## src/rtl/fetch_pkg.sv

```systemverilog
// Shared types and constants for the instruction-fetch controller.
package fetch_pkg;

  localparam int WORD_W = 16;
  localparam logic [WORD_W-1:0] NOP_ENC = 16'h0000;

  typedef enum logic {
    ST_RUN    = 1'b0,
    ST_REFILL = 1'b1
  } state_e;

endpackage

```

## src/rtl/icache_array.sv

```systemverilog
// Direct-mapped one-word-per-line instruction cache storage: valid bits with
// async reset, tag/data arrays, combinational read, single write, invalidate-all.
module icache_array
  import fetch_pkg::*;
#(
  parameter int INDEX_W = 3,
  localparam int LINES  = 2 ** INDEX_W,
  localparam int TAG_W  = WORD_W - INDEX_W
) (
  input  logic               clk_i,
  input  logic               rst_ni,
  input  logic [INDEX_W-1:0] rd_idx_i,
  output logic               rd_valid_o,
  output logic [TAG_W-1:0]   rd_tag_o,
  output logic [WORD_W-1:0]  rd_data_o,
  input  logic               we_i,
  input  logic [INDEX_W-1:0] wr_idx_i,
  input  logic [TAG_W-1:0]   wr_tag_i,
  input  logic [WORD_W-1:0]  wr_data_i,
  input  logic               inval_i
);

  logic [LINES-1:0]  valid_q, valid_d;
  logic [TAG_W-1:0]  tag_q  [LINES];
  logic [WORD_W-1:0] data_q [LINES];

  // A refill landing in the same cycle as an invalidate keeps its line valid.
  always_comb begin
    valid_d = valid_q;
    if (inval_i) valid_d = '0;
    if (we_i)    valid_d[wr_idx_i] = 1'b1;
  end

  always_ff @(posedge clk_i or negedge rst_ni) begin
    if (!rst_ni) valid_q <= '0;
    else         valid_q <= valid_d;
  end

  always_ff @(posedge clk_i) begin
    if (we_i) begin
      tag_q[wr_idx_i]  <= wr_tag_i;
      data_q[wr_idx_i] <= wr_data_i;
    end
  end

  assign rd_valid_o = valid_q[rd_idx_i];
  assign rd_tag_o   = tag_q[rd_idx_i];
  assign rd_data_o  = data_q[rd_idx_i];

endmodule

```

## src/rtl/fetch_ctrl.sv

```systemverilog
// Instruction-fetch controller: PC, cache lookup, miss refill over req/ack, stalls
// and redirects. Define FETCH_CTRL_STATS_EN to add saturating hit/miss counters.
module fetch_ctrl
  import fetch_pkg::*;
#(
  parameter int          INDEX_W   = 3,
  parameter logic [15:0] RESET_PC  = 16'h0000,
  parameter logic [15:0] NOP_INSTR = NOP_ENC
) (
  input  logic        inp_clk,
  input  logic        inp_reset_n,
  input  logic        inp_stall,
  input  logic        inp_branch_taken,
  input  logic [15:0] inp_branch_target,
  input  logic        inp_invalidate,
  input  logic        inp_mem_ack,
  input  logic [15:0] inp_mem_data,
  output logic        out_hit,
  output logic [15:0] out_instruction,
  output logic [15:0] out_address,
  output logic        out_mem_req,
  output logic [15:0] out_mem_addr
`ifdef FETCH_CTRL_STATS_EN
  ,
  output logic [15:0] out_hit_count,
  output logic [15:0] out_miss_count
`endif
);

  localparam int TAG_W = WORD_W - INDEX_W;

  state_e      state_q, state_d;
  logic [15:0] pc_q, pc_d;
  logic        mem_req_q, mem_req_d;
  logic [15:0] mem_addr_q, mem_addr_d;
  logic        redir_pend_q, redir_pend_d;
  logic [15:0] redir_tgt_q, redir_tgt_d;
  logic        bubble_q, bubble_d;

  logic              rd_valid;
  logic [TAG_W-1:0]  rd_tag;
  logic [WORD_W-1:0] rd_data;
  logic              lookup_hit;
  logic              refill_done;

  icache_array #(.INDEX_W(INDEX_W)) u_array (
    .clk_i     (inp_clk),
    .rst_ni    (inp_reset_n),
    .rd_idx_i  (pc_q[INDEX_W-1:0]),
    .rd_valid_o(rd_valid),
    .rd_tag_o  (rd_tag),
    .rd_data_o (rd_data),
    .we_i      (refill_done),
    .wr_idx_i  (mem_addr_q[INDEX_W-1:0]),
    .wr_tag_i  (mem_addr_q[15:INDEX_W]),
    .wr_data_i (inp_mem_data),
    .inval_i   (inp_invalidate)
  );

  assign lookup_hit  = rd_valid && (rd_tag == pc_q[15:INDEX_W]);
  assign refill_done = (state_q == ST_REFILL) && inp_mem_ack;

  always_ff @(posedge inp_clk or negedge inp_reset_n) begin
    if (!inp_reset_n) begin
      state_q      <= ST_RUN;
      pc_q         <= RESET_PC;
      mem_req_q    <= 1'b0;
      mem_addr_q   <= 16'h0000;
      redir_pend_q <= 1'b0;
      bubble_q     <= 1'b0;
    end else begin
      state_q      <= state_d;
      pc_q         <= pc_d;
      mem_req_q    <= mem_req_d;
      mem_addr_q   <= mem_addr_d;
      redir_pend_q <= redir_pend_d;
      bubble_q     <= bubble_d;
    end
  end

  // Target is only meaningful while redir_pend_q is set.
  always_ff @(posedge inp_clk) begin
    redir_tgt_q <= redir_tgt_d;
  end

  always_comb begin
    state_d      = state_q;
    pc_d         = pc_q;
    mem_req_d    = mem_req_q;
    mem_addr_d   = mem_addr_q;
    redir_pend_d = redir_pend_q;
    redir_tgt_d  = redir_tgt_q;
    bubble_d     = bubble_q;
    case (state_q)
      ST_RUN: begin
        if (inp_branch_taken) begin
          pc_d     = inp_branch_target;
          bubble_d = 1'b0;
        end else if (inp_stall) begin
          pc_d = pc_q;
        end else if (bubble_q) begin
          bubble_d = 1'b0;
        end else if (lookup_hit) begin
          pc_d = pc_q + 16'd1;
        end else begin
          mem_req_d  = 1'b1;
          mem_addr_d = pc_q;
          state_d    = ST_REFILL;
        end
      end
      ST_REFILL: begin
        if (inp_mem_ack) begin
          mem_req_d    = 1'b0;
          state_d      = ST_RUN;
          redir_pend_d = 1'b0;
          if (inp_branch_taken) begin
            pc_d     = inp_branch_target;
            bubble_d = 1'b1;
          end else if (redir_pend_q) begin
            pc_d     = redir_tgt_q;
            bubble_d = 1'b1;
          end
        end else if (inp_branch_taken) begin
          redir_pend_d = 1'b1;
          redir_tgt_d  = inp_branch_target;
        end
      end
      default: state_d = ST_RUN;
    endcase
  end

  always_comb begin
    out_hit         = 1'b0;
    out_instruction = NOP_INSTR;
    if (state_q == ST_RUN) begin
      if (inp_branch_taken) begin
        out_hit = 1'b1;
      end else if (inp_stall) begin
        out_hit = 1'b0;
      end else if (bubble_q) begin
        out_hit = 1'b1;
      end else if (lookup_hit) begin
        out_hit         = 1'b1;
        out_instruction = rd_data;
      end
    end
  end

  assign out_address  = pc_q;
  assign out_mem_req  = mem_req_q;
  assign out_mem_addr = mem_addr_q;

`ifdef FETCH_CTRL_STATS_EN
  logic [15:0] hit_cnt_q, hit_cnt_d;
  logic [15:0] miss_cnt_q, miss_cnt_d;

  function automatic logic [15:0] sat_inc(input logic [15:0] v);
    return (v == 16'hFFFF) ? v : v + 16'd1;
  endfunction

  // Bubble cycles deliver no instruction, so they are not counted as hits.
  always_comb begin
    hit_cnt_d  = hit_cnt_q;
    miss_cnt_d = miss_cnt_q;
    if (state_q == ST_RUN && !inp_branch_taken && !inp_stall && !bubble_q) begin
      if (lookup_hit) hit_cnt_d  = sat_inc(hit_cnt_q);
      else            miss_cnt_d = sat_inc(miss_cnt_q);
    end
  end

  always_ff @(posedge inp_clk or negedge inp_reset_n) begin
    if (!inp_reset_n) begin
      hit_cnt_q  <= 16'h0000;
      miss_cnt_q <= 16'h0000;
    end else begin
      hit_cnt_q  <= hit_cnt_d;
      miss_cnt_q <= miss_cnt_d;
    end
  end

  assign out_hit_count  = hit_cnt_q;
  assign out_miss_count = miss_cnt_q;
`endif

endmodule
```

## config.mk

```make
export PLATFORM = sky130hd
export DESIGN_NAME = fetch_ctrl
export DESIGN_NICKNAME = d
export VERILOG_FILES = /design/src/rtl/fetch_pkg.sv /design/src/rtl/icache_array.sv /design/src/rtl/fetch_ctrl.sv
export SDC_FILE = /design/constraint.sdc
export NUM_CORES = 1
export LEC_CHECK = 0
export ABC_AREA = 0
export BUFFER_PORTS_ARGS = -buffer_cell sky130_fd_sc_hd__buf_2
export CAP_MARGIN = 20
export CORE_MARGIN = 5
export CORE_UTILIZATION = 50
export DETAILED_ROUTE_END_ITERATION = 10
export PLACE_DENSITY = 0.73
export SLEW_MARGIN = 20
export SYNTH_ARGS = -nofsm -noshare
export SYNTH_HDL_FRONTEND = slang
export SYNTH_SLANG_ARGS = --single-unit
```

## constraint.sdc

```tcl
create_clock -name inp_clk -period 3.63 [get_ports inp_clk]
set_input_delay 0.1815 -clock inp_clk [delete_from_list [all_inputs] [get_ports inp_clk]]
set_output_delay 0.1815 -clock inp_clk [all_outputs]
set_load 0.01 [all_outputs]
```

# ---- Yosys cells after proc, flatten, opt, wreduce, memory -nomap -nowiden
# Memories as Yosys holds them, arrays and structs flattened.
# Index checks and enable logic that the tools add are counted.
dict set report totals {
  reg_bits 60
  ram_bits 232
  input_bits 38
  output_inout_bits 50
  elab_cells 87
  n_memories 2
}
dict set report op_classes {
  add_sub_neg 1
  magnitude_cmp 3
  n_eq_ne 10
  n_mux 46
  n_bitwise 7
  n_reduce_logical 10
}
# memory words word_bits read_ports rd_ports_with_merged_regs wr line_no
set mem_list {}
lappend mem_list {u_array.data_q 8 16 1 0 1 icache_array.sv:25} ;# logic [WORD_W-1:0] data_q [LINES];
lappend mem_list {u_array.tag_q 8 13 1 0 1 icache_array.sv:24} ;# logic [TAG_W-1:0] tag_q [LINES];
# operator count
set op_table {}
lappend op_table {{16-bit 2-to-1 mux} 12}
lappend op_table {{16-bit case mux with 2 select lines} 1}
lappend op_table {{1-bit 2-to-1 mux} 26}
lappend op_table {{16-bit by 1-bit adder with 16-bit output, second input constant} 1}
lappend op_table {{8-bit 2-to-1 mux} 2}
lappend op_table {{5-bit AND reduction} 3}
lappend op_table {{13-bit == test} 1}
lappend op_table {{2-bit inequality test, second input constant} 5}
lappend op_table {{3-bit inequality test, second input constant} 3}
lappend op_table {{3-bit by 4-bit < comparator with 1-bit output, second input constant} 2}
lappend op_table {{8-bit bitwise OR} 1}
lappend op_table {{1-bit NOT} 6}
lappend op_table {{1-bit case mux with 2 select lines} 3}
lappend op_table {{3-bit AND reduction} 2}
lappend op_table {{1-bit binary-select mux with 3-bit select} 1}
lappend op_table {{1-bit demux with 3-bit select} 1}
lappend op_table {{3-bit by 1-bit >= comparator with 1-bit output, second input constant} 1}
lappend op_table {{1-bit logical AND} 3}
lappend op_table {{3-bit by 2-bit inequality test with 1-bit output, second input constant} 1}
lappend op_table {{2-bit AND reduction} 1}
lappend op_table {{2-bit nonzero test} 1}

# ---- Depth between registers and ports, before layout
# Gate-level depths: netlist (run 1).
dict set report logic_depth {
  word_depth 8
  ltp_mapped 12
  mapped_depth_nobuf 8
}

# ---- Modules after synthesis
# Synthesis (run 1) repeated with hierarchy kept, for this count alone.
dict set report unflattened {
  hier_cells 637
  area_unflattened_um2 12126.6
}
# module n_inst cells_per_inst area_per_inst_um2 seq_area_each_um2
set by_module_without_submodules {}
lappend by_module_without_submodules {icache_array 1 378 9345.2 7166.9}
lappend by_module_without_submodules {fetch_ctrl 1 259 2781.4 1381.3}

# ---- Worst setup path after synthesis (run 1)
# No wires, ideal clock.
dict set report synth_path {
  kind {reg-to-reg}
  startpoint {register state_q}
  endpoint {memory u_array.data_q[1][0] (enable)}
  setup_time_ps 454
  arrival_time_ps 3096
  t_required_ps 3176
  setup_slack_ps 80
  stages_incl_launch_ff 5
  n_path_buf 2
  synth_period_minus_slack_ps 3550
  path_cell_list {dfrtp_1 -> clkbuf_1 -> buf_1 -> nand3_1 -> nor3_1}
}
dict set report synth_between {
  elab_chain_len 3
}
# item line_no
set synth_lines {}
lappend synth_lines {{start: declaration} fetch_ctrl.sv:32} ;# state_e state_q, state_d;
lappend synth_lines {{start signal: assignment} fetch_ctrl.sv:72} ;# state_q <= state_d;
lappend synth_lines {{1-bit logical AND} fetch_ctrl.sv:61} ;# assign refill_done = (state_q == ST_REFILL) && inp_mem_ack;
lappend synth_lines {{1-bit 2-to-1 mux} icache_array.sv:40} ;# if (we_i) begin
lappend synth_lines {{1-bit 2-to-1 mux (not written as such)} icache_array.sv:42} ;# data_q[wr_idx_i] <= wr_data_i;
lappend synth_lines {{end: declaration} icache_array.sv:25}
# Every way passes these cells.

# ---- Worst setup path after layout (run 1)
dict set report layout_path {
  startpoint {register pc_q[2] (netlist: out_address[2])}
  endpoint {output out_instruction[13]}
}
dict set report layout_between {
  elab_chain_len 8
  elab_cells_between_ends 11
  cone_classes {eq/ne (1); mux (7); reduce/logical (1); memory (2)}
}
# item line_no
set layout_lines {}
lappend layout_lines {{start: declaration} fetch_ctrl.sv:33} ;# logic [15:0] pc_q, pc_d;
lappend layout_lines {{start signal: assignment} fetch_ctrl.sv:73} ;# pc_q <= pc_d;
lappend layout_lines {{memory read 8 x 13 bit / 1-bit binary-select mux with 3-bit select (equally long branches)} --}
lappend layout_lines {{13-bit == test / 1-bit 2-to-1 mux (equally long branches)} {fetch_ctrl.sv:60, icache_array.sv:46}}
lappend layout_lines {{1-bit logical AND} fetch_ctrl.sv:60} ;# assign lookup_hit = rd_valid && (rd_tag == pc_q[15:INDEX_W]);
lappend layout_lines {{16-bit 2-to-1 mux (*)} fetch_ctrl.sv:142} ;# end else if (lookup_hit) begin
lappend layout_lines {{16-bit 2-to-1 mux (*)} fetch_ctrl.sv:140} ;# end else if (bubble_q) begin
lappend layout_lines {{16-bit 2-to-1 mux (*)} fetch_ctrl.sv:138} ;# end else if (inp_stall) begin
lappend layout_lines {{16-bit 2-to-1 mux (*)} fetch_ctrl.sv:136} ;# if (inp_branch_taken) begin
lappend layout_lines {{16-bit 2-to-1 mux (*)} fetch_ctrl.sv:135} ;# if (state_q == ST_RUN) begin
lappend layout_lines {{end: declaration} fetch_ctrl.sv:19} ;# output logic [15:0] out_instruction,
# Every way passes the cells marked *; elsewhere a longest branch is shown, timed or not. The select of a mux whose other input is x is not followed.

==> results.tsv, run 1 <==
stage	metric	value	unit
setup_path	startpoint	out_address[2]	
timing	setup_ws	0.155	ns
timing	fmax	0.288	GHz
layout	drive_gt1_share	29.6	%
die	start_util	50.9	%
power_and_ir_drop	p_per_area	716	mW/mm2
placed_design	routabilityCongestion	0.874	
layout	finalNonFillerCells	1209	
die	die_x	165	um
logic_synthesis	syn-cell-area	0.0120	mm2
global_routing	antenna_found_initial	2	
power_and_ir_drop	vdd_drop_max	0.424	mV
timing	setup_viol	0	
logic_synthesis	ys_ff_latch	292	
layout	mostFrequentLayoutCell	edfxtp_1	
worst_hold_path	hp-class	input pin to flop	
worst_hold_path	holdPathEnd	u_array.valid_q[7]	
worst_hold_path	worstHoldStart	inp_invalidate	
die	dieArea	0.0273	mm2
setup_path	critPathCaptureType	output pin	
placed_design	post-dp-hpwl	17900	um
setup_path	r2r-end	out_address[5]	
detailed_routing	ant_nets	0	
clocking	clkTransAtPathRegs	0.06	ns
timing	hold_viol_final	0	
global_routing	grtUsageMet2	33.9	%
global_routing	met3_usage	4.64	%
logic_synthesis	synth_area_per_cell	17.1	um2
logic_synthesis	async_flop_share	15.1	%
layout	nets	904	
logic_synthesis	yosysSeqAreaShare	71.1	%
detailed_routing	drc	0	
logic_synthesis	synth_flop_cell	edfxtp_1	
layout	n_fill_cell	1722	
worst_hold_path	holdPathStages	3	
clocking	cts_tree	built	
setup_path	arrival	3.29	ns
setup_path	critPathSlowestCell	dfrtp_1	
global_routing	grtUsageMet1	28.8	%
logic_synthesis	synth_edf_count	248	
die	placeableCoreArea	0.0236	mm2
die	row_count	56	
global_routing	grt_pass1_vias	7410	
logic_synthesis	syn_nets	744	
placed_design	dp_worst_setup_slack	0.438	ns
global_routing	grt_max_degree	37	
timing	min_period	3.48	ns
detailed_routing	drt_iter0_markers	662	
clocking	clock_path_buffers	3	
setup_path	path_cells	buf_4 -> and2_1 -> buf_4 -> a22o_1 -> o21a_1 -> a211oi_2 -> and4_4 -> nand3_1 -> buf_4 -> nor2_1 -> buf_2	
layout	multi_input_area	0.00327	mm2
logic_synthesis	syn_inst	705	
setup_path	rrSetupSlack	0.64	ns
global_routing	grt_pass1_wl	43200	um
detailed_routing	wl	28300	um
layout	register_area	0.00855	mm2
detailed_routing	drt_pass1_iterations	5	
timing	tightest_slew	0.757	ns
power_and_ir_drop	p_leak	5.46	nW
placed_design	io_buffers	87	
setup_path	crit_type	flop to output pin	
clocking	numCtsBuffers	29	
setup_path	path_common_cell	buf_4	
layout	syn2layout_area_growth	20.7	%
timing	rsz0062_at_grt	no	
global_routing	grt_usage	20.8	%
setup_path	crit_path_start_kind	flop	
detailed_routing	vias_per_cell	5.89	
setup_path	rr_worst_depth	11	
setup_path	path_depth	11	
setup_path	cpPeakStageDelay	0.39	ns
flow_run	maxCapViolations	0	
detailed_routing	wl_per_cell	23.4	um
setup_path	worst_ep_required_time	3.45	ns
setup_path	crit_buf_inv	4	
die	die_y	165	um
timing	whs	0.0642	ns
placed_design	place_inst	1113	
die	io_pins	88	
timing	timing.slew.headroom	49.5	%
clocking	htreeDepth	1	
setup_path	worstPathMaxFanout	16	
clocking	root_buffer	clkbuf_16	
status	status	finished, final reports clean	
detailed_routing	vias	7119	
global_routing	grt_overflow_total	0	
clocking	cts_sinks	292	
logic_synthesis	ys_types	54	
timing	finClkSkew	0.0126	ns
setup_path	rr_startpoint	out_address[1]	
global_routing	top_usage_layer	met2	
clocking	clock_latency	0.55	ns
timing	setup_tns	0	ns
layout	layout_common_cells	edfxtp_1 (248), buf_2 (87), mux2i_1 (72), dfrtp_1 (42), buf_4 (40)	
logic_synthesis	ys_warn_count	0	
timing	fin_crit_sh	95.7	%
setup_path	crit_family	simple AND/OR/NAND/NOR gates	
timing	slew_viol_final	0	
==> cell usage after synthesis, types with 7 or more instances <==
cell type / count / area share, %
a21o_1: 11 / 0.69
a21oi_1: 18 / 0.75
a22o_1: 8 / 0.58
a22oi_1: 25 / 1.6
and3_1: 12 / 0.62
buf_2: 7 / 0.29
clkbuf_1: 16 / 0.50
dfrtp_1: 44 / 9.2
edfxtp_1: 248 / 62
mux2_2: 24 / 2.2
mux2i_1: 72 / 6.0
mux4_2: 34 / 6.4
nand2_1: 29 / 0.91
nand3_1: 10 / 0.42
nor2_1: 38 / 1.2
nor3_1: 12 / 0.50
o21ai_0: 11 / 0.46
==> per-layer routing <==
metal  routed length [um]  part of all wire (%)
met1                11500                    41
met2                13600                    48
met3                 2430                   8.6
met4                  765                   2.7
met5                    0                     0
==> worst max-delay path by stage <==
stage / slack (ns) / to
2_1_floorplan: 0.08 / u_array.data_q[1][0]
3_3_place_gp: 0.49 / out_address[0]
3_5_place_dp: 0.44 / out_address[0]
4_1_cts: 0.02 / out_instruction[15]
5_1_grt: 0.02 / out_instruction[11]
6_report: 0.15 / out_instruction[13]
==> tightest hold or removal path, delay by kind of cell <==
kind	cells	cell delay [ns]
compound gates	1	0.19
buf+inv	2	0.21
==> area by class of cell <==
class,instances,area share [%]
Timing Repair Buffer,167,8.33
Tap cell,319,2.75
Sequential cell,292,58.9
Clock inverter,12,1.49
Multi-Input combinational cell,371,22.5
Inverter,4,0.103
Clock buffer,42,5.82
Antenna cell,2,0.0345
==> state kept, by name (all words and copies together), names as in the netlist <==
| register | flops |
|---|---|
| out_address | 16 |
| redir_tgt_q | 16 |
| out_mem_addr | 16 |
| u_array.tag_q | 104 |
| u_array.data_q | 128 |
| out_mem_req | 1 |
| state_q | 1 |
| redir_pend_q | 1 |
| bubble_q | 1 |
| u_array.valid_q | 8 |
==> where the power goes <==
part / switching, W / internal, W
logic: 0.00140 / 0.00124
registers: 0.000412 / 0.00409
clock network: 0.00121 / 0.00204
==> through the flow <==
step                area [um2]  utilization, %  power, W
floorplan                12000               -   0.00619
finish                   14500            61.5    0.0104
CTS                      14400            61.2    0.0104
detailed placement       13000            55.2   0.00705
global route             14500            61.5    0.0108
global placement         13000            55.2   0.00697
==> logic make-up after synthesis <==
| family | Yosys count | share of synthesized area [%] |
|---|---|---|
| adder cells (fa/ha/maj) | 1 | 0.104 |
| XOR/XNOR | 6 | 0.437 |
| multiplexers | 131 | 14.7 |
| AND/OR/NAND/NOR | 135 | 5.82 |
| buffers and inverters | 42 | 2.02 |
| flip-flops | 292 | 71.1 |
| AO/OA/AOI/OAI | 98 | 5.84 |
==> what timing repair did <==
action / in CTS / in global routing
gates cloned: 0 / 1
pin swaps: 0 / 1
resized for setup: 0 / 7
endpoints found under the setup margin: 11 / 16
hold buffers: 34 / 0
hold endpoints to repair: 168 / 0
setup buffers: 3 / 2
(Power assumes the default switching activity.)
==> run 2: changes to the inputs <==
--- a/config.mk
+++ b/config.mk
@@ -11,6 +11,7 @@
 export CORE_MARGIN = 5
 export CORE_UTILIZATION = 50
 export DETAILED_ROUTE_END_ITERATION = 10
+export MAX_ROUTING_LAYER = met4
 export PLACE_DENSITY = 0.73
 export SLEW_MARGIN = 20
 export SYNTH_ARGS = -nofsm -noshare
==> run 2 against run 1 <==
Net effect:
- maximum frequency is essentially flat
- first-iteration DRC count rose by 12%
- clock skew is 0.00072 ns lower
- die area unchanged
- flip-flop and latch count did not move
- critical path depth shrank 1
==> results.tsv, run 2 (synthesized netlist as in run 1, its figures left out) <==
stage	metric	value	unit	change
status	status	finished, final reports clean		unchanged
die	dieArea	0.0273	mm2	unchanged
setup_path	worst_ep_required_time	3.45	ns	about the same
global_routing	antenna_found_initial	2		unchanged
timing	fin_crit_sh	95.7	%	about the same
setup_path	crit_path_start_kind	flop		unchanged
clocking	clkTransAtPathRegs	0.06	ns	about the same
timing	setup_tns	0	ns	unchanged
layout	n_fill_cell	1769		was 1722
power_and_ir_drop	p_per_area	707	mW/mm2	was 716 mW/mm2
detailed_routing	drt_pass1_iterations	5		unchanged
setup_path	critPathCaptureType	output pin		unchanged
timing	slew_viol_final	0		unchanged
setup_path	critPathSlowestCell	dfrtp_1		unchanged
detailed_routing	vias_per_cell	5.88		was 5.89
die	row_count	56		unchanged
layout	largestRegisters	u_array.data_q (128), u_array.tag_q (104)		unchanged
timing	timing.slew.headroom	44.4	%	was 49.5%
timing	min_period	3.48	ns	about the same
die	io_pins	88		unchanged
placed_design	routabilityCongestion	0.874		about the same
timing	tightest_slew	0.833	ns	was 0.757 ns
placed_design	io_buffers	87		unchanged
detailed_routing	wl_per_cell	23.6	um	was 23.4 um
worst_hold_path	hp-class	input pin to flop		unchanged
global_routing	grt_pass1_wl	42900	um	was 43200 um
layout	final_core_util	60.7	%	was 61.5%
global_routing	grt_overflow_total	0		unchanged
flow_run	maxCapViolations	0		unchanged
global_routing	grt_usage	21.5	%	was 20.8%
setup_path	crit_buf_inv	3		was 4
clocking	root_buffer	clkbuf_16		unchanged
setup_path	crit_family	simple AND/OR/NAND/NOR gates		unchanged
timing	whs	0.0568	ns	was 0.0642 ns
layout	largest_reg_flops	128		unchanged
layout	top_register	u_array.data_q		unchanged
timing	rsz0062_at_grt	no		unchanged
detailed_routing	drt_iter0_markers	744		was 662
setup_path	worstPathMaxFanout	16		unchanged
clocking	cts_tree	built		unchanged
layout	mostFrequentLayoutCell	edfxtp_1		unchanged
power_and_ir_drop	p_leak	5.37	nW	was 5.46 nW
placed_design	post-dp-hpwl	17700	um	was 17900 um
detailed_routing	ant_nets	0		unchanged
layout	drive_gt1_share	28.2	%	was 29.6%
detailed_routing	wl	28300	um	about the same
clocking	numCtsBuffers	29		unchanged
layout	layout_common_cells	edfxtp_1 (248), buf_2 (87), mux2i_1 (72), dfrtp_1 (42)		was edfxtp_1 (248), buf_2 (87), mux2i_1 (72), dfrtp_1 (42), buf_4 (40)
layout	nets	895		was 904
timing	fmax	0.288	GHz	about the same
clocking	htreeDepth	1		unchanged
global_routing	grt_max_degree	35		was 37
global_routing	grt_pass1_vias	7291		was 7410
timing	hold_viol_final	0		unchanged
setup_path	crit_type	flop to output pin		unchanged
die	start_util	50.9	%	unchanged
clocking	clock_latency	0.55	ns	about the same
setup_path	cpPeakStageDelay	0.51	ns	was 0.39 ns
timing	setup_viol	0		unchanged
clocking	clock_path_buffers	3		unchanged
clocking	cts_sinks	292		unchanged
detailed_routing	vias	7054		was 7119
power_and_ir_drop	vdd_drop_max	0.440	mV	was 0.424 mV
setup_path	arrival	3.29	ns	about the same
layout	syn2layout_area_growth	19.2	%	was 20.7%
detailed_routing	drc	0		unchanged
setup_path	path_cells	nor2b_1 -> buf_4 -> a22o_1 -> nor3_1 -> nor4b_4 -> and3_1 -> nand3_1 -> buf_4 -> nor2_1 -> buf_2		was buf_4 -> and2_1 -> buf_4 -> a22o_1 -> o21a_1 -> a211oi_2 -> and4_4 -> nand3_1 -> buf_4 -> nor2_1 -> buf_2
timing	finClkSkew	0.0119	ns	was 0.0126 ns
die	die_y	165	um	unchanged
die	die_x	165	um	unchanged
die	placeableCoreArea	0.0236	mm2	unchanged
setup_path	path_common_cell	buf_4		unchanged
[run 2: cell count changes in the layout (fill, tap and decap cells not counted), moves of 3 or more]
cell      previous run  this run
buf_4               40        31
clkinv_1             0         3
clkbuf_8             7         1
clkinv_2             4         9
[run 2: through the flow]
| stage | total power [W] | setup WS (ns) | instances | area (um2) |
|---|---|---|---|---|
| 3_3_place_gp | 0.00695 | 0.552 | 1104 | 13000 |
| 2_1_floorplan | 0.00619 | 0.0800 | 705 | 12000 |
| 5_1_grt | 0.0106 | 0.0185 | 1200 | 14300 |
| 6_report | 0.0101 | 0.155 | 1200 | 14300 |
| 4_1_cts | 0.0101 | 0.0194 | 1193 | 14300 |
| 3_5_place_dp | 0.00704 | 0.500 | 1104 | 13000 |
[run 2: where the power goes]
part | internal (W) | leakage [nW] | switching (W)
sequential | 0.00409 | 2.81 | 0.000438
combinational | 0.00119 | 2.08 | 0.00136
clock | 0.00184 | 0.487 | 0.00122
total | 0.00712 | 5.37 | 0.00301
[run 2: final timing paths]
kind	start	end	slack, ns	cells past startpoint
hold reg to reg	u_array.valid_q[5]	u_array.valid_q[5]	0.48	1
hold / removal	inp_invalidate	u_array.valid_q[1]	0.06	3
max in group asynchronous	inp_reset_n	out_address[0]	2.59	3
min in group asynchronous	inp_reset_n	out_mem_addr[6]	0.18	2
setup reg to reg	out_address[2]	out_address[5]	0.57	9
setup / recovery	out_address[2]	out_instruction[6]	0.15	10
[run 2: final cells by class]
| type | count | area (um2) | area share [%] |
|---|---|---|---|
| Tap cell | 319 | 399 | 2.78 |
| Timing Repair Buffer | 158 | 1120 | 7.84 |
| Inverter | 4 | 15.0 | 0.105 |
| Clock buffer | 36 | 762 | 5.31 |
| Sequential cell | 292 | 8560 | 59.7 |
| Multi-Input combinational cell | 371 | 3260 | 22.8 |
| Clock inverter | 18 | 215 | 1.50 |
| Antenna cell | 2 | 5.00 | 0.0349 |
[run 2: timing repair]
action / 4_1_cts / 5_1_grt
hold buffers: 34 / 0
setup buffers: 1 / 5
endpoints found under the hold margin: 168 / 0
resized for setup: 1 / 2
pin swaps: 1 / 0
endpoints found under the setup margin: 8 / 17
[run 2: worst min-delay path: cells and delay by family]
kind / cells / cell delay, ns
AOI/OAI and AO/OA: 1 / 0.19
buffers and inverters: 2 / 0.19
[run 2: per-layer routing]
metal  share of wire, %  track usage [%]  vias up
li1                   -                -     3112
met1                 41             28.4     3637
met2                 50             35.2      248
met3                6.5             3.65       57
met4                2.4             5.22        0
met5                  0                -        -
==> run 3: changes to the inputs <==
--- a/config.mk
+++ b/config.mk
@@ -5,7 +5,7 @@
 export SDC_FILE = /design/constraint.sdc
 export NUM_CORES = 1
 export LEC_CHECK = 0
-export ABC_AREA = 0
+export ABC_AREA = 1
 export BUFFER_PORTS_ARGS = -buffer_cell sky130_fd_sc_hd__buf_2
 export CAP_MARGIN = 20
 export CORE_MARGIN = 5
==> run 3 against run 2 <==
Net effect:
- synthesized area up 5.0%
- utilization down 1.6 points
- worst hold slack worse by 0.049 ns
- sequential share of layout area down 1.9 points
- count of clock-buffer cells in the layout up 5
- critical path type unchanged
==> results.tsv, run 3 <==
stage	metric	value	unit	change
status	status	finished, final reports clean		unchanged
global_routing	grt_usage	22.2	%	was 21.5%
clocking	clkTransAtPathRegs	0.06	ns	about the same
flow_run	maxCapViolations	0		unchanged
logic_synthesis	yosysSeqAreaShare	67.7	%	was 71.1%
layout	largest_reg_flops	128		unchanged
logic_synthesis	yosysTopAreaCellShare	59.0	%	was 61.9%
setup_path	crit_type	flop to output pin		unchanged
clocking	clock_path_buffers	3		unchanged
power_and_ir_drop	power.share.clock	27.2	%	was 30.2%
placed_design	placed_area	0.0134	mm2	was 0.0130 mm2
logic_synthesis	synthSimpleGateAreaFrac	19.0	%	was 5.82%
detailed_routing	wl	31200	um	was 28300 um
setup_path	worstPathMaxFanout	55		was 16
setup_path	worst_ep_required_time	3.45	ns	about the same
layout	top_register	u_array.data_q		unchanged
placed_design	routabilityCongestion	0.904		was 0.874
power_and_ir_drop	p_int	0.00705	W	was 0.00712 W
timing	fmax	0.295	GHz	was 0.288 GHz
detailed_routing	vias_per_cell	5.45		was 5.88
layout	syn2layout_area_growth	17.3	%	was 19.2%
timing	min_period	3.39	ns	was 3.48 ns
logic_synthesis	synth_compound_area_share	6.88	%	was 5.84%
setup_path	crit_buf_inv	5		was 3
logic_synthesis	syn-cell-area	0.0126	mm2	was 0.0120 mm2
clocking	cts_tree	built		unchanged
power_and_ir_drop	vdd_drop_max	0.411	mV	was 0.440 mV
layout	final_area	0.0148	mm2	was 0.0143 mm2
power_and_ir_drop	swShare	36.6	%	was 29.7%
timing	fin_crit_sh	93.5	%	was 95.7%
setup_path	critPathSlowestCell	dfrtp_4		was dfrtp_1
timing	hold_viol_final	0		unchanged
power_and_ir_drop	p_leak	6.04	nW	was 5.37 nW
clocking	clock_latency	0.56	ns	was 0.55 ns
global_routing	grt_overflow_total	0		unchanged
setup_path	cpPeakStageDelay	0.59	ns	was 0.51 ns
setup_path	path_common_cell	nand2_1		was buf_4
die	dieArea	0.0285	mm2	was 0.0273 mm2
logic_synthesis	synth_top_area_cell	edfxtp_1		unchanged
clocking	htreeDepth	1		unchanged
layout	n_fill_cell	1991		was 1769
layout	layout_common_cells	nand2_1 (295), edfxtp_1 (248), nor2_1 (130), nand3_1 (119), o21ai_0 (106)		was edfxtp_1 (248), buf_2 (87), mux2i_1 (72), dfrtp_1 (42)
layout	largestRegisters	u_array.data_q (128), u_array.tag_q (104)		unchanged
layout	drive_gt1_share	13.4	%	was 28.2%
logic_synthesis	async_flop_share	15.1	%	unchanged
logic_synthesis	ys_ff_latch	292		unchanged
global_routing	grt_max_degree	113		was 35
setup_path	critPathCaptureType	output pin		unchanged
logic_synthesis	syn_inst	1196		was 705
timing	timing.slew.headroom	50.0	%	was 44.4%
power_and_ir_drop	power.switching	0.00407	W	was 0.00301 W
die	row_count	58		was 56
logic_synthesis	ys_warn_count	0		unchanged
detailed_routing	drc	0		unchanged
timing	finClkSkew	0.0185	ns	was 0.0119 ns
placed_design	post-dp-hpwl	17800	um	was 17700 um
timing	tightest_slew	0.750	ns	was 0.833 ns
logic_synthesis	netlist_top_cells_area	edfxtp_1 (59%), nand2_1 (8.8%), dfrtp_1 (8.7%)		was edfxtp_1 (62%), dfrtp_1 (9.2%), mux4_2 (6.4%)
power_and_ir_drop	p_per_area	751	mW/mm2	was 707 mW/mm2
placed_design	place_inst	1574		was 1104
power_and_ir_drop	p_seq_share	41.4	%	was 44.7%
setup_path	crit_path_start_kind	flop		unchanged
setup_path	path_cells	clkinv_2 -> buf_12 -> nand2_1 -> nand2_1 -> nand2_1 -> nand3_1 -> nand3_1 -> inv_1 -> nor3_2 -> nand2_1 -> nor2_4 -> nand3_4 -> buf_12 -> nor2_2 -> buf_2		was nor2b_1 -> buf_4 -> a22o_1 -> nor3_1 -> nor4b_4 -> and3_1 -> nand3_1 -> buf_4 -> nor2_1 -> buf_2
timing	rsz0062_at_grt	no		unchanged
die	io_pins	88		unchanged
logic_synthesis	synth_flop_cell	edfxtp_1		unchanged
logic_synthesis	synth_mux_area_share	0	%	was 14.7%
global_routing	antenna_found_initial	0		was 2
detailed_routing	ant_nets	0		unchanged
logic_synthesis	synth-xor-area-share	0.555	%	was 0.437%
detailed_routing	wl_per_cell	18.7	um	was 23.6 um
die	placeableCoreArea	0.0250	mm2	was 0.0236 mm2
global_routing	grt_pass1_vias	8954		was 7291
layout	finalNonFillerCells	1666		was 1200
setup_path	arrival	3.21	ns	was 3.29 ns
logic_synthesis	ys_top_cells_by_count	nand2_1 (295), edfxtp_1 (248), nor2_1 (138), nand3_1 (119), o21ai_0 (106)		was edfxtp_1 (248), mux2i_1 (72), dfrtp_1 (44), nor2_1 (38), mux4_2 (34)
logic_synthesis	synth-adder-area-share	0.0991	%	was 0.104%
layout	n_antenna_cell	0		was 2
power_and_ir_drop	comb_power_share	31.4	%	was 25.1%
logic_synthesis	synth_area_per_cell	10.6	um2	was 17.1 um2
clocking	cts_sinks	292		unchanged
logic_synthesis	synth_edf_count	248		unchanged
die	die_x	169	um	was 165 um
logic_synthesis	ys_types	34		was 54
clocking	numCtsBuffers	29		unchanged
timing	slew_viol_final	0		unchanged
logic_synthesis	syn_nets	1235		was 744
worst_hold_path	hp-class	input pin to flop		unchanged
layout	mostFrequentLayoutCell	nand2_1		was edfxtp_1
timing	setup_viol	0		unchanged
detailed_routing	drt_pass1_iterations	6		was 5
timing	setup_tns	0	ns	unchanged
global_routing	grt_pass1_wl	48600	um	was 42900 um
setup_path	crit_family	simple AND/OR/NAND/NOR gates		unchanged
detailed_routing	drt_iter0_markers	890		was 744
logic_synthesis	synth.most_common_cell	nand2_1		was edfxtp_1
placed_design	io_buffers	87		unchanged
die	die_y	169	um	was 165 um
detailed_routing	vias	9081		was 7054
clocking	root_buffer	clkbuf_16		unchanged
timing	whs	0.00800	ns	was 0.0568 ns
logic_synthesis	synth_top_family_by_area	simple AND/OR/NAND/NOR gates		was multiplexers
die	start_util	50.4	%	was 50.9%
layout	nets	1352		was 895
==> run 3: changes by cell type in the layout (fill, tap and decap cells not counted), sizes merged, moves of 72 or more <==
cell and change:
o21ai +100, mux2i -72, nand3 +110, inv +98, nor2 +106, nand2 +270
==> run 3: final cells by class <==
class                      instances  area, um2  area share [%]
inverter                         104        392            2.65
clock buffer                      41        792            5.35
multi-input combinational        738       3420            23.1
timing repair buffer             148       1060            7.13
sequential                       292       8550            57.8
tap                              330        413            2.79
clock inverter                    13        176            1.19
==> run 3: final timing paths <==
check	depth (start not counted)	slack, ns	end	start
max	15	0.24	out_instruction[14]	out_address[0]
min	4	0.008	bubble_q	inp_stall
max reg2reg	16	0.61	out_address[7]	out_address[0]
min reg2reg	2	0.50	out_mem_req	out_mem_req
max in group asynchronous	3	2.77	out_address[0]	inp_reset_n
min in group asynchronous	2	0.09	out_address[10]	inp_reset_n
==> run 3: layer usage <==
| layer | GRT usage, % | routed length, um | vias to the layer above | share of wire, % |
|---|---|---|---|---|
| met5 | - | 0 | - | 0 |
| met4 | 5.61 | 650 | 0 | 2.1 |
| met3 | 3.01 | 2140 | 53 | 6.9 |
| met2 | 36.0 | 15100 | 375 | 49 |
| met1 | 29.9 | 13300 | 4358 | 43 |
| li1 | - | - | 4295 | - |
==> run 3: power groups by stage <==
stage | combinational, W | sequential (W) | clock [W]
after global routing | 0.00389 | 0.00466 | 0.00320
after floorplan | 0.00232 | 0.00453 | 0
final | 0.00349 | 0.00460 | 0.00302
after detailed placement | 0.00338 | 0.00466 | 0
after global placement | 0.00334 | 0.00464 | 0
after CTS | 0.00344 | 0.00459 | 0.00305
==> run 3: cell families (layout without fill, tap and decap cells) <==
group           Yosys count  after routing
compound gates          153            153
fa+ha+maj                 1              1
xor+xnor                  8              8
flops                   292            292
buf+inv                 166            306
simple gates            576            576
==> run 3: timing repair <==
item,CTS,global route
endpoints found under the hold margin,171,0
hold buffers,35,0
gates resized for setup,1,1
cloned,0,1
setup endpoints to repair,16,16
setup buffers,0,1
pin swaps,0,1
==> run 3: through the flow <==
| stage | utilization (%) | total power, W | worst slack, ns |
|---|---|---|---|
| 2_1_floorplan | - | 0.00685 | 1.04 |
| 3_3_place_gp | 53.6 | 0.00798 | 0.623 |
| 3_5_place_dp | 53.6 | 0.00804 | 0.556 |
| 4_1_cts | 58.9 | 0.0111 | 0.145 |
| 5_1_grt | 59.1 | 0.0117 | 0.0909 |
| 6_report | 59.1 | 0.0111 | 0.235 |
==> run 3: worst reg2reg max path: stages (launching register included) <==
cell	delay, ns
dfrtp_4	0.59
clkinv_2	0.25
buf_12	0.23
nand2_1	0.16
nand3_1	0.08
nand3_1	0.15
nand2_1	0.08
nand2_1	0.09
nand2_1	0.08
nor2_1	0.11
nand2_1	0.07
nor2_1	0.10
nand2_1	0.15
nand2_2	0.35
nand2_4	0.22
nand2_1	0.13
nand2_1	0.06
